`src/rtl/fetch_unit_if.sv`:
```
// Fetch-stage bus: instruction-memory port, control inputs and the decode-side
// head-of-queue handshake. The fetch unit connects through the master modport.
interface fetch_unit_if #(
    parameter int ADDR_WIDTH = 32,
    parameter int DATA_WIDTH = 32,
    parameter int QDEPTH     = 4
);
    localparam int CNT_W = $clog2(QDEPTH + 1);

    logic [ADDR_WIDTH-1:0] ImemAddr;
    logic [DATA_WIDTH-1:0] ImemData;
    logic                  Halt;
    logic                  Redirect;
    logic [ADDR_WIDTH-1:0] RedirectPC;
    logic                  OutValid;
    logic                  OutReady;
    logic [DATA_WIDTH-1:0] OutInstr;
    logic [ADDR_WIDTH-1:0] OutPC;
    logic [ADDR_WIDTH-1:0] OutPCplus4;
    logic [CNT_W-1:0]      QCount;

    modport master (
        output ImemAddr, OutValid, OutInstr, OutPC, OutPCplus4, QCount,
        input  ImemData, Halt, Redirect, RedirectPC, OutReady
    );

    modport slave (
        input  ImemAddr, OutValid, OutInstr, OutPC, OutPCplus4, QCount,
        output ImemData, Halt, Redirect, RedirectPC, OutReady
    );
endinterface

```
`src/rtl/fetch_unit.sv`:
```
// Instruction-fetch stage: owns the PC, reads instruction memory and buffers
// {PC, instruction} pairs in a small FIFO drained by decode via valid/ready.
module fetch_unit #(
    parameter int                    ADDR_WIDTH = 32,
    parameter int                    DATA_WIDTH = 32,
    parameter logic [ADDR_WIDTH-1:0] RESET_PC   = '0,
    parameter int                    PC_STEP    = 4,
    parameter int                    QDEPTH     = 4
) (
    input logic          Clk,
    input logic          Reset,
    fetch_unit_if.master bus
);
    localparam int PTR_W = $clog2(QDEPTH);
    localparam int CNT_W = $clog2(QDEPTH + 1);
    localparam logic [ADDR_WIDTH-1:0] STEP     = ADDR_WIDTH'(PC_STEP);
    localparam logic [ADDR_WIDTH-1:0] ALIGN_MASK = ~ADDR_WIDTH'(PC_STEP - 1);

    logic [ADDR_WIDTH-1:0] pc_q, pc_d;
    logic [PTR_W-1:0]      rd_ptr_q, rd_ptr_d;
    logic [PTR_W-1:0]      wr_ptr_q, wr_ptr_d;
    logic [CNT_W-1:0]      count_q, count_d;

    logic [ADDR_WIDTH-1:0] pc_mem_q    [QDEPTH];
    logic [DATA_WIDTH-1:0] instr_mem_q [QDEPTH];

    logic                  full;
    logic                  head_valid;
    logic                  pop;
    logic                  push;
    logic [ADDR_WIDTH-1:0] head_pc;

    assign full       = (count_q == CNT_W'(QDEPTH));
    assign head_valid = (count_q != '0);
    assign head_pc    = pc_mem_q[rd_ptr_q];

    // A redirecting consumer drops the head itself, so its handshake earns no pop.
    assign pop  = head_valid & bus.OutReady & ~bus.Redirect;
    assign push = ~bus.Halt & ~bus.Redirect & (~full | pop);

    always_comb begin
        pc_d     = pc_q;
        rd_ptr_d = rd_ptr_q;
        wr_ptr_d = wr_ptr_q;
        count_d  = count_q;
        if (bus.Redirect) begin
            pc_d     = bus.RedirectPC & ALIGN_MASK;
            rd_ptr_d = '0;
            wr_ptr_d = '0;
            count_d  = '0;
        end else begin
            if (push) begin
                pc_d     = pc_q + STEP;
                wr_ptr_d = wr_ptr_q + PTR_W'(1);
            end
            if (pop) begin
                rd_ptr_d = rd_ptr_q + PTR_W'(1);
            end
            case ({push, pop})
                2'b10:   count_d = count_q + CNT_W'(1);
                2'b01:   count_d = count_q - CNT_W'(1);
                default: count_d = count_q;
            endcase
        end
    end

    always_ff @(posedge Clk) begin
        if (!Reset) begin
            pc_q     <= RESET_PC;
            rd_ptr_q <= '0;
            wr_ptr_q <= '0;
            count_q  <= '0;
        end else begin
            pc_q     <= pc_d;
            rd_ptr_q <= rd_ptr_d;
            wr_ptr_q <= wr_ptr_d;
            count_q  <= count_d;
        end
    end

    // Storage is left unreset; only the pointers and count qualify it.
    always_ff @(posedge Clk) begin
        if (Reset && push) begin
            pc_mem_q[wr_ptr_q]    <= pc_q;
            instr_mem_q[wr_ptr_q] <= bus.ImemData;
        end
    end

    assign bus.ImemAddr   = pc_q;
    assign bus.OutValid   = head_valid;
    assign bus.OutInstr   = instr_mem_q[rd_ptr_q];
    assign bus.OutPC      = head_pc;
    assign bus.OutPCplus4 = head_pc + STEP;
    assign bus.QCount     = count_q;

endmodule

```
`src/flat_wrapper.sv`:
```
// flat-port wrapper written by rule: the top's interface ports become plain ports
module fetch_unit_flat 
#(
    parameter int                    ADDR_WIDTH = 32,
    parameter int                    DATA_WIDTH = 32,
    parameter logic [ADDR_WIDTH-1:0] RESET_PC   = '0,
    parameter int                    PC_STEP    = 4,
    parameter int                    QDEPTH     = 4
)
  (Clk, Reset, bus_ImemAddr, bus_OutValid, bus_OutInstr, bus_OutPC, bus_OutPCplus4, bus_QCount, bus_ImemData, bus_Halt, bus_Redirect, bus_RedirectPC, bus_OutReady);
  fetch_unit_if #(.ADDR_WIDTH(ADDR_WIDTH), .DATA_WIDTH(DATA_WIDTH), .QDEPTH(QDEPTH)) bus_i ();
  input logic Clk;
  input logic Reset;
  output wire logic [$bits(bus_i.ImemAddr)-1:0] bus_ImemAddr;
  output wire logic [$bits(bus_i.OutValid)-1:0] bus_OutValid;
  output wire logic [$bits(bus_i.OutInstr)-1:0] bus_OutInstr;
  output wire logic [$bits(bus_i.OutPC)-1:0] bus_OutPC;
  output wire logic [$bits(bus_i.OutPCplus4)-1:0] bus_OutPCplus4;
  output wire logic [$bits(bus_i.QCount)-1:0] bus_QCount;
  input wire logic [$bits(bus_i.ImemData)-1:0] bus_ImemData;
  input wire logic [$bits(bus_i.Halt)-1:0] bus_Halt;
  input wire logic [$bits(bus_i.Redirect)-1:0] bus_Redirect;
  input wire logic [$bits(bus_i.RedirectPC)-1:0] bus_RedirectPC;
  input wire logic [$bits(bus_i.OutReady)-1:0] bus_OutReady;
  assign bus_ImemAddr = bus_i.ImemAddr;
  assign bus_OutValid = bus_i.OutValid;
  assign bus_OutInstr = bus_i.OutInstr;
  assign bus_OutPC = bus_i.OutPC;
  assign bus_OutPCplus4 = bus_i.OutPCplus4;
  assign bus_QCount = bus_i.QCount;
  assign bus_i.ImemData = bus_ImemData;
  assign bus_i.Halt = bus_Halt;
  assign bus_i.Redirect = bus_Redirect;
  assign bus_i.RedirectPC = bus_RedirectPC;
  assign bus_i.OutReady = bus_OutReady;
  fetch_unit #(.ADDR_WIDTH(ADDR_WIDTH), .DATA_WIDTH(DATA_WIDTH), .RESET_PC(RESET_PC), .PC_STEP(PC_STEP), .QDEPTH(QDEPTH)) u_core (.Clk(Clk), .Reset(Reset), .bus(bus_i));
endmodule
```
`config.mk`:
```
export PLATFORM = sky130hd
export DESIGN_NAME = fetch_unit_flat
export DESIGN_NICKNAME = d
export VERILOG_FILES = /design/src/rtl/fetch_unit_if.sv /design/src/rtl/fetch_unit.sv /design/src/flat_wrapper.sv
export SDC_FILE = /design/constraint.sdc
export NUM_CORES = 1
export LEC_CHECK = 0
export ABC_AREA = 1
export BUFFER_PORTS_ARGS = -buffer_cell sky130_fd_sc_hd__buf_2
export CORE_ASPECT_RATIO = 0.6
export CORE_UTILIZATION = 30
export CTS_CLUSTER_DIAMETER = 80
export DETAILED_ROUTE_END_ITERATION = 10
export GPL_TIMING_DRIVEN = 0
export PLACE_DENSITY_LB_ADDON = 0.25
export REMOVE_ABC_BUFFERS = 1
export SLEW_MARGIN = 10
export SYNTH_ARGS = -nofsm -noshare
export SYNTH_HDL_FRONTEND = slang
export SYNTH_SLANG_ARGS = --single-unit
```
`constraint.sdc`:
```
create_clock -name Clk -period 4.25 [get_ports Clk]
set_input_delay 0.425 -clock Clk [delete_from_list [all_inputs] [get_ports Clk]]
set_output_delay 0.425 -clock Clk [all_outputs]
set_load 0.01 [all_outputs]
```
==> After elaboration in Yosys (flattened, before gate mapping) <==
Memories as Yosys holds them, arrays and structs flattened. A register that Yosys moved wholly into a read port is not among the register bits.
Cells that the tools add are included.
W data, S select, Z words.
{ "totals": {"ff_bits": 39, "ramBits": 256, "inputBits": 69, "output_inout_bits": 132, "memories": 2} }
{ "classes": {"add_sub_neg": 6, "eq_ne": 3, "mux": 9, "n_bitwise": 9, "n_reduce_logical": 5} }
{ "mem_list": {"columns": ["memory", "words", "word_bits", "read_ports", "rd_clocked_by_memory_dff", "wr", "line_no", "text"], "rows": [
  ["u_core.instr_mem_q", 4, 32, 1, 1, 1, "fetch_unit.sv:25", "logic [DATA_WIDTH-1:0] instr_mem_q [QDEPTH];"],
  ["u_core.pc_mem_q", 4, 32, 1, 1, 1, "fetch_unit.sv:24", "logic [ADDR_WIDTH-1:0] pc_mem_q [QDEPTH];"]
]} }
{ "ops": {"columns": ["operator", "count"], "rows": [
  ["$add A32 B3 Y32 const B", 2],
  ["$mux W32", 2],
  ["$mux W2", 4],
  ["$pmux W3 S2", 1],
  ["$add A2 B1 Y2 const B", 2],
  ["$and A1 B1 Y1", 4],
  ["$not A1 Y1", 4],
  ["$reduce_bool A2 Y1", 2],
  ["$add A3 B1 Y3 const B", 1],
  ["$eq A3 B3 Y1 const B", 1],
  ["$reduce_bool A3 Y1", 1],
  ["$sub A3 B1 Y3 const B", 1],
  ["$eq A2 B1 Y1 const B", 1],
  ["$eq A2 B2 Y1 const B", 1],
  ["$mux W1", 2],
  ["$reduce_or A2 Y1", 1],
  ["$logic_and A1 B1 Y1", 1],
  ["$or A1 B1 Y1", 1]
]} }

==> Longest topological paths before layout <==
Gate-level depths: netlist of the first run.
{ "depth": {"depth_word": 8, "mapped_depth": 14} }

==> Least setup slack after synthesis of the first run <==
No wires, ideal clock.
{ "synth_timing": {"path_kind": "in2reg", "startpoint": "input port bus_Redirect", "endpoint": "memory u_core.instr_mem_q[0][0], enable pin", "setup_time_ps": 482, "t_arrival_ps": 3904, "slack_ps": -136, "path_stages": 6, "n_path_buf": 1, "path_cell_list": "clkbuf_1 nor2_1 nand2_1 nor2_1 inv_1 nor2_1"} }
{ "synth_between": {"elab_chain_cells": 7, "word_cells_on_any_way": 8} }
{ "synth_lines": {"columns": ["item", "line_no", "text"], "rows": [
  ["start: declaration", "flat_wrapper.sv:22", "input wire logic [$bits(bus_i.Redirect)-1:0] bus_Redirect;"],
  ["$not A1 Y1 *", "fetch_unit.sv:38, fetch_unit.sv:39", null],
  ["$and A1 B1 Y1", "fetch_unit.sv:38", "assign pop = head_valid & bus.OutReady & ~bus.Redirect;"],
  ["$or A1 B1 Y1", "fetch_unit.sv:39", "assign push = ~bus.Halt & ~bus.Redirect & (~full | pop);"],
  ["$and A1 B1 Y1 *", "fetch_unit.sv:39", null],
  ["$logic_and A1 B1 Y1 *", "fetch_unit.sv:83", "if (Reset && push) begin"],
  ["$mux W1 *", "fetch_unit.sv:83", null],
  ["$mux W1 (not written as such) *", "fetch_unit.sv:85", "instr_mem_q[wr_ptr_q] <= bus.ImemData;"],
  ["end: declaration", "fetch_unit.sv:25", null]
]} }
Mark *: on every way between the ends. The rest lies on a longest branch, timed or not.

==> flow_summary.toml, run 1 <==
[outcome]
outcome = "finished clean"

[logic_synthesis]
synth_top_family_by_area = "simple AND/OR/NAND/NOR gates"
synth_top_flop_cell = "edfxtp_1"
ys_seq_area_frac = 0.621
synth.area.top_cells = "edfxtp_1 (56%), nand2_1 (13%), dfxtp_1 (5.9%)"
synth_edf_count = 248
synth-xor-area-share = 0.0152
async_reset_ff_frac = 0
yosysUniqueCellTypes = 45
synth_area_um2 = 13300
synth_seq_cells = 287
synth_top_cell_area_share = 0.562
syn_avg_cell_area_um2 = 9.47
synthCells = 1400
synth_top_cell_by_area = "edfxtp_1"
muxShareOfSynthArea = 0
yosysWarningCount = 0
synth_adder_area_share = 0.00717
synth_compound_area_frac = 0.0715
synthSimpleGateAreaFrac = 0.232

[critical_path]
crit_path_frequent_cell = "nor2_1"
crit_chain = "buf_16, inv_16, nor2_1, nor2_1, o21ai_1, nand2_2, ha_1, nand3_4, nor2_2, nand2_1, xor2_1, buf_2"
crit_slowest_cell = "dfxtp_4"
crit_path_end_kind = "primary output"
reg2reg_setup_slack_ns = 0.98
worst_ep_arrival_time_ns = 3.59
max_stage_delay_ns = 0.49
criticalPathCategory = "register to primary output"
cp-start-kind = "register"
r2r_start = "u_core.bus.QCount[0]"
path_max_fanout = 63
cp_data_required_time_ns = 3.83

[floorplan]
dieArea_um2 = 45100
die_w_um = 273
initial_utilization = 0.305
fp.coreArea_um2 = 43500
rows = 59
ioPinCount = 201
die_y_um = 165

[timing]
rsz0062_at_grt = "no"
finalSetupViolCount = 0
final-hold-violation-count = 0
slew_headroom = 0.437
fmaxAchievable_mhz = 249
period_minus_slack_ns = 4.01
holdWs_ns = 0.0774
worst_pin_slew_ns = 0.843
finClkSkew_ns = 0.0132
slew_violations = 0
period_share = 0.944
setup_slack_ns = 0.236

[power_and_ir_drop]
ir_drop_uv = 293
p_leak_uw = 0.00645
p_total_uw = 6370
p_per_area_nw_per_um2 = 395

[routing]
firstDrtPassIters = 4
vias = 10400
drt_wl_total_um = 40000
ant_nets = 0
drcViolationCount = 0
wl_per_cell_um = 18.3
viasPerCell = 4.74
dr.first_iter.drc_count = 710

[clock_tree]
cts_tree = "yes"
cts_hold_buf = 0
ctsHtreeMaxLevel = 1
clock_latency_ns = 0.56
clk_path_buf_depth = 3
clk_pin_slew_worst_paths_ns = 0.07
clock-sinks = 287
numCtsBuffers = 30
cts_root_buf = "clkbuf_16"

[final_layout]
layout_commonest_cell = "nand2_1"
utilization = 0.371
drive_gt1_frac = 0.179
areaGrowthSynthToFinish_pct = 21.6
nNetsFinal = 1662
final_cell_mix = "nand2_1 (445), edfxtp_1 (248), buf_2 (192)"
finalNonFillerCells = 2189

[worst_hold_path]
hp-start = "bus_ImemData[20]"
hold_path.class = "input pin to register"

[grt]
overflow = 0
grt_pass1_wl_um = 58300
track_usage = 0.172
grt_max_degree = 73
antenna_found_initial = 1
grt_pass1_vias = 9528

[place]
routabilityCongestion = 0.841
post-place-ws_ns = -0.116
hpwlAfterDp_um = 26700
port-buffer-count = 192
dp.cells = 2130

[run]
drv_cap = 0
## cell usage after synthesis, drive strengths merged, types with 2 or more instances
cell	number
and3	2
xnor2	2
inv	102
a31oi	4
buf	31
a211oi	2
o22ai	33
nand3b	2
xor2	21
edfxtp	248
nand2	458
ha	6
o21ai	106
nand3	95
nor3	12
a21oi	21
dfxtp	39
nor2	164
nand4	11
clkbuf	29
## registers in the layout, summed over array words and instances (netlist names), named ones only
name and cells:
u_core.bus.ImemAddr 30, u_core.bus.QCount 3, u_core.instr_mem_q 128, u_core.pc_mem_q 120, u_core.rd_ptr_q 2, u_core.wr_ptr_q 2
## final timing paths
path                                             endpoint  depth (start not counted)
worst max-delay path                   bus_OutPCplus4[16]                         12
worst min-delay path            u_core.instr_mem_q[0][20]                          1
worst max register to register  u_core.instr_mem_q[1][15]                          7
worst min register to register       u_core.bus.QCount[2]                          1
## report_power, final
group | leakage [uW] | switching, uW | internal [uW]
registers | 0.00258 | 67.8 | 3110
clock network | 0.000498 | 1130 | 1690
logic | 0.00336 | 243 | 123
total | 0.00645 | 1440 | 4920
## worst max-delay path, delay by kind of cell, from the launching register on
family / cells / cell delay (ns)
compound gates: 1 / 0.08
buf+inv: 3 / 0.74
simple gates: 6 / 0.94
xor+xnor: 1 / 0.35
flops: 1 / 0.49
fa+ha+maj: 1 / 0.28
## per-layer routing
metal / vias up / wire (um) / global-route usage / share of wire
met3: 52 / 2770 / 0.0422 / 0.069
met4: 0 / 776 / 0.0345 / 0.019
met2: 259 / 16800 / 0.255 / 0.42
met5: - / 0 / 0 / 0
met1: 4984 / 19600 / 0.253 / 0.49
li1: 5084 / - / - / -
## cell families (layout without fill, tap and decap cells)
family | Yosys count | after routing
adder cells (fa/ha/maj) | 7 | 7
AND/OR/NAND/NOR | 745 | 745
AO/OA/AOI/OAI | 174 | 174
buffers and inverters | 163 | 367
other | 1 | 7
XOR/XNOR | 23 | 23
flip-flops | 287 | 287
## stage by stage
step,setup TNS [ns],instance area [um^2]
after floorplan,-41.08,13000
after global placement,-1331.56,14600
after detailed placement,-0.116,15000
after CTS,0,16100
after global routing,0,16100
final,0,16100
## repair_timing
action / 4_1_cts / 5_1_grt
endpoints found under the setup margin: 23 / 1
setup buffers: 1 / 1
resized for setup: 4 / 1
gates cloned: 1 / 0
## cell type report
type,instances,area [um^2]
fillers,4377,27400
repair buffers,208,1320
repair inverters,1,8.76
multi-input cells,955,4380
inverters,103,405
well taps,579,724
clock buffers,35,791
flip-flops and latches,287,8240
clock inverters,20,262
diodes,1,2.50
Power figures use the tool's default switching activity.
==> run 2, diff against run 1 <==
--- a/config.mk
+++ b/config.mk
@@ -7,13 +7,14 @@
 export LEC_CHECK = 0
 export ABC_AREA = 1
 export BUFFER_PORTS_ARGS = -buffer_cell sky130_fd_sc_hd__buf_2
-export CORE_ASPECT_RATIO = 0.6
+export CORE_ASPECT_RATIO = 0.7
 export CORE_UTILIZATION = 30
 export CTS_CLUSTER_DIAMETER = 80
 export DETAILED_ROUTE_END_ITERATION = 10
 export GPL_TIMING_DRIVEN = 0
 export PLACE_DENSITY_LB_ADDON = 0.25
 export REMOVE_ABC_BUFFERS = 1
+export SETUP_SLACK_MARGIN = 0.5
 export SLEW_MARGIN = 10
 export SYNTH_ARGS = -nofsm -noshare
 export SYNTH_HDL_FRONTEND = slang
==> run 2 against run 1 <==
Non-clock buffer count rose by 6. Combinational power barely moved. Worst hold slack got worse by 0.020 ns. Power fell by 1.7%. Count of clock-buffer cells in the layout fell by 2. Critical path type unchanged. Highest routed layer unchanged.
==> flow_summary.toml, run 2 (same netlist as run 1, synthesis figures left out) <==
[worst_hold_path]
hold_path.class = "input pin to register"

[critical_path]
criticalPathCategory = "register to primary output"
crit_path_end_kind = "primary output"
worst_ep_arrival_time_ns = 3.07
cp_data_required_time_ns = 3.83
path_max_fanout = 52
cp-start-kind = "register"

[clock_tree]
clk_path_buf_depth = 3
ctsHtreeMaxLevel = 1
cts_root_buf = "clkbuf_16"
clock-sinks = 287
cts_hold_buf = 0
cts_tree = "yes"
numCtsBuffers = 30
clock_latency_ns = 0.58
clk_pin_slew_worst_paths_ns = 0.06

[timing]
period_share = 0.823
rsz0062_at_grt = "no"
final-hold-violation-count = 0
fmaxAchievable_mhz = 286
finClkSkew_ns = 0.0303
slew_headroom = 0.437
finalSetupTns_ns = 0
slew_violations = 0
setup_slack_ns = 0.751
worst_pin_slew_ns = 0.843
period_minus_slack_ns = 3.50
finalSetupViolCount = 0

[final_layout]
finalNonFillerCells = 2211
areaGrowthSynthToFinish_pct = 22.0
drive_gt1_frac = 0.185
top_register = "u_core.instr_mem_q"
largest_reg_flops = 128
layout_commonest_cell = "nand2_1"
fillers = 4362
final_cell_mix = "nand2_1 (445), edfxtp_1 (248), buf_2 (192)"
n_antenna_cell = 0
nNetsFinal = 1669

[grt]
overflow = 0
grt_pass1_wl_um = 58500
grt_pass1_vias = 9539
track_usage = 0.175
grt_max_degree = 67
antenna_found_initial = 0

[power_and_ir_drop]
p_total_uw = 6260
ir_drop_uv = 242
p_per_area_nw_per_um2 = 387
p_leak_uw = 0.00648

[place]
port-buffer-count = 192
routabilityCongestion = 0.885
dp.cells = 2144
hpwlAfterDp_um = 26100
post-place-ws_ns = 0.157

[floorplan]
die_y_um = 178
ioPinCount = 201
rows = 64
fp.coreArea_um2 = 43600
initial_utilization = 0.304
die_w_um = 253
dieArea_um2 = 45000

[outcome]
outcome = "finished clean"

[routing]
vias = 10400
ant_nets = 0
viasPerCell = 4.73
drt_wl_total_um = 40100
dr.first_iter.drc_count = 837
firstDrtPassIters = 5
wl_per_cell_um = 18.1
drcViolationCount = 0

[run]
drv_cap = 0
-- run 2: changes by cell type in the layout (fill, tap and decap cells not counted), moves of 2 or more --
cell	delta
buf_16	-2
clkinv_2	+2
clkbuf_8	+3
clkbuf_1	-4
buf_8	+2
bufinv_16	-2
buf_4	+5
-- run 2: power by group --
part	total (uW)	switching [uW]	internal, uW
Sequential	3180	69.2	3110
Clock	2720	1130	1590
Combinational	365	242	123
-- run 2: through the flow --
stage / hold WS, ns / area [um^2] / util
after global placement: 0.467 / 14700 / 0.336
after global routing: 0.0395 / 16200 / 0.370
after CTS: 0.0303 / 16100 / 0.369
after floorplan: 0.457 / 13000 / -
final: 0.0578 / 16200 / 0.370
after detailed placement: 0.462 / 15000 / 0.343
-- run 2: critical path: stages, from the launching register on --
cell and delay, ns:
dfxtp_4 0.36, inv_4 0.30, buf_16 0.29, nand2_1 0.09
nand2_1 0.21, ha_1 0.28, nand3_4 0.16, nor2_4 0.23
nand2_2 0.12, xor2_1 0.24, buf_2 0.18
-- run 2: metal layers --
layer	part of all wire	GRT usage	vias to the layer above
met3	0.056	0.0304	42
li1	-	-	5094
met5	0	0	-
met2	0.44	0.265	275
met1	0.49	0.260	5038
met4	0.016	0.0328	0
-- run 2: repair_timing --
item / CTS / global route
gates cloned: 2 / 1
buffers inserted: 5 / 3
endpoints found under the hold margin: 0 / 0
resized for setup: 5 / 0
setup endpoints to repair: 29 / 8
-- run 2: cell type report --
type / count / area (um^2) / share of cell area
tap: 594 / 743 / 0.0460
sequential: 287 / 8240 / 0.509
clock buffer: 33 / 792 / 0.0490
timing repair buffer: 214 / 1360 / 0.0839
clock inverter: 23 / 244 / 0.0151
inverter: 103 / 405 / 0.0251
timing repair inverter: 2 / 17.5 / 0.00108
multi-input combinational: 955 / 4380 / 0.271
-- run 2: path summary, 6_finish.rpt --
kind	slack [ns]	from	endpoint	cells after the start
setup reg to reg	0.91	u_core.bus.QCount[0]	u_core.instr_mem_q[3][15]	7
setup / recovery	0.75	register	bus_OutPCplus4[14]	10
hold / removal	0.06	bus_ImemData[17]	u_core.instr_mem_q[2][17]	1
hold reg to reg	0.48	u_core.bus.QCount[2]	u_core.bus.QCount[2]	1
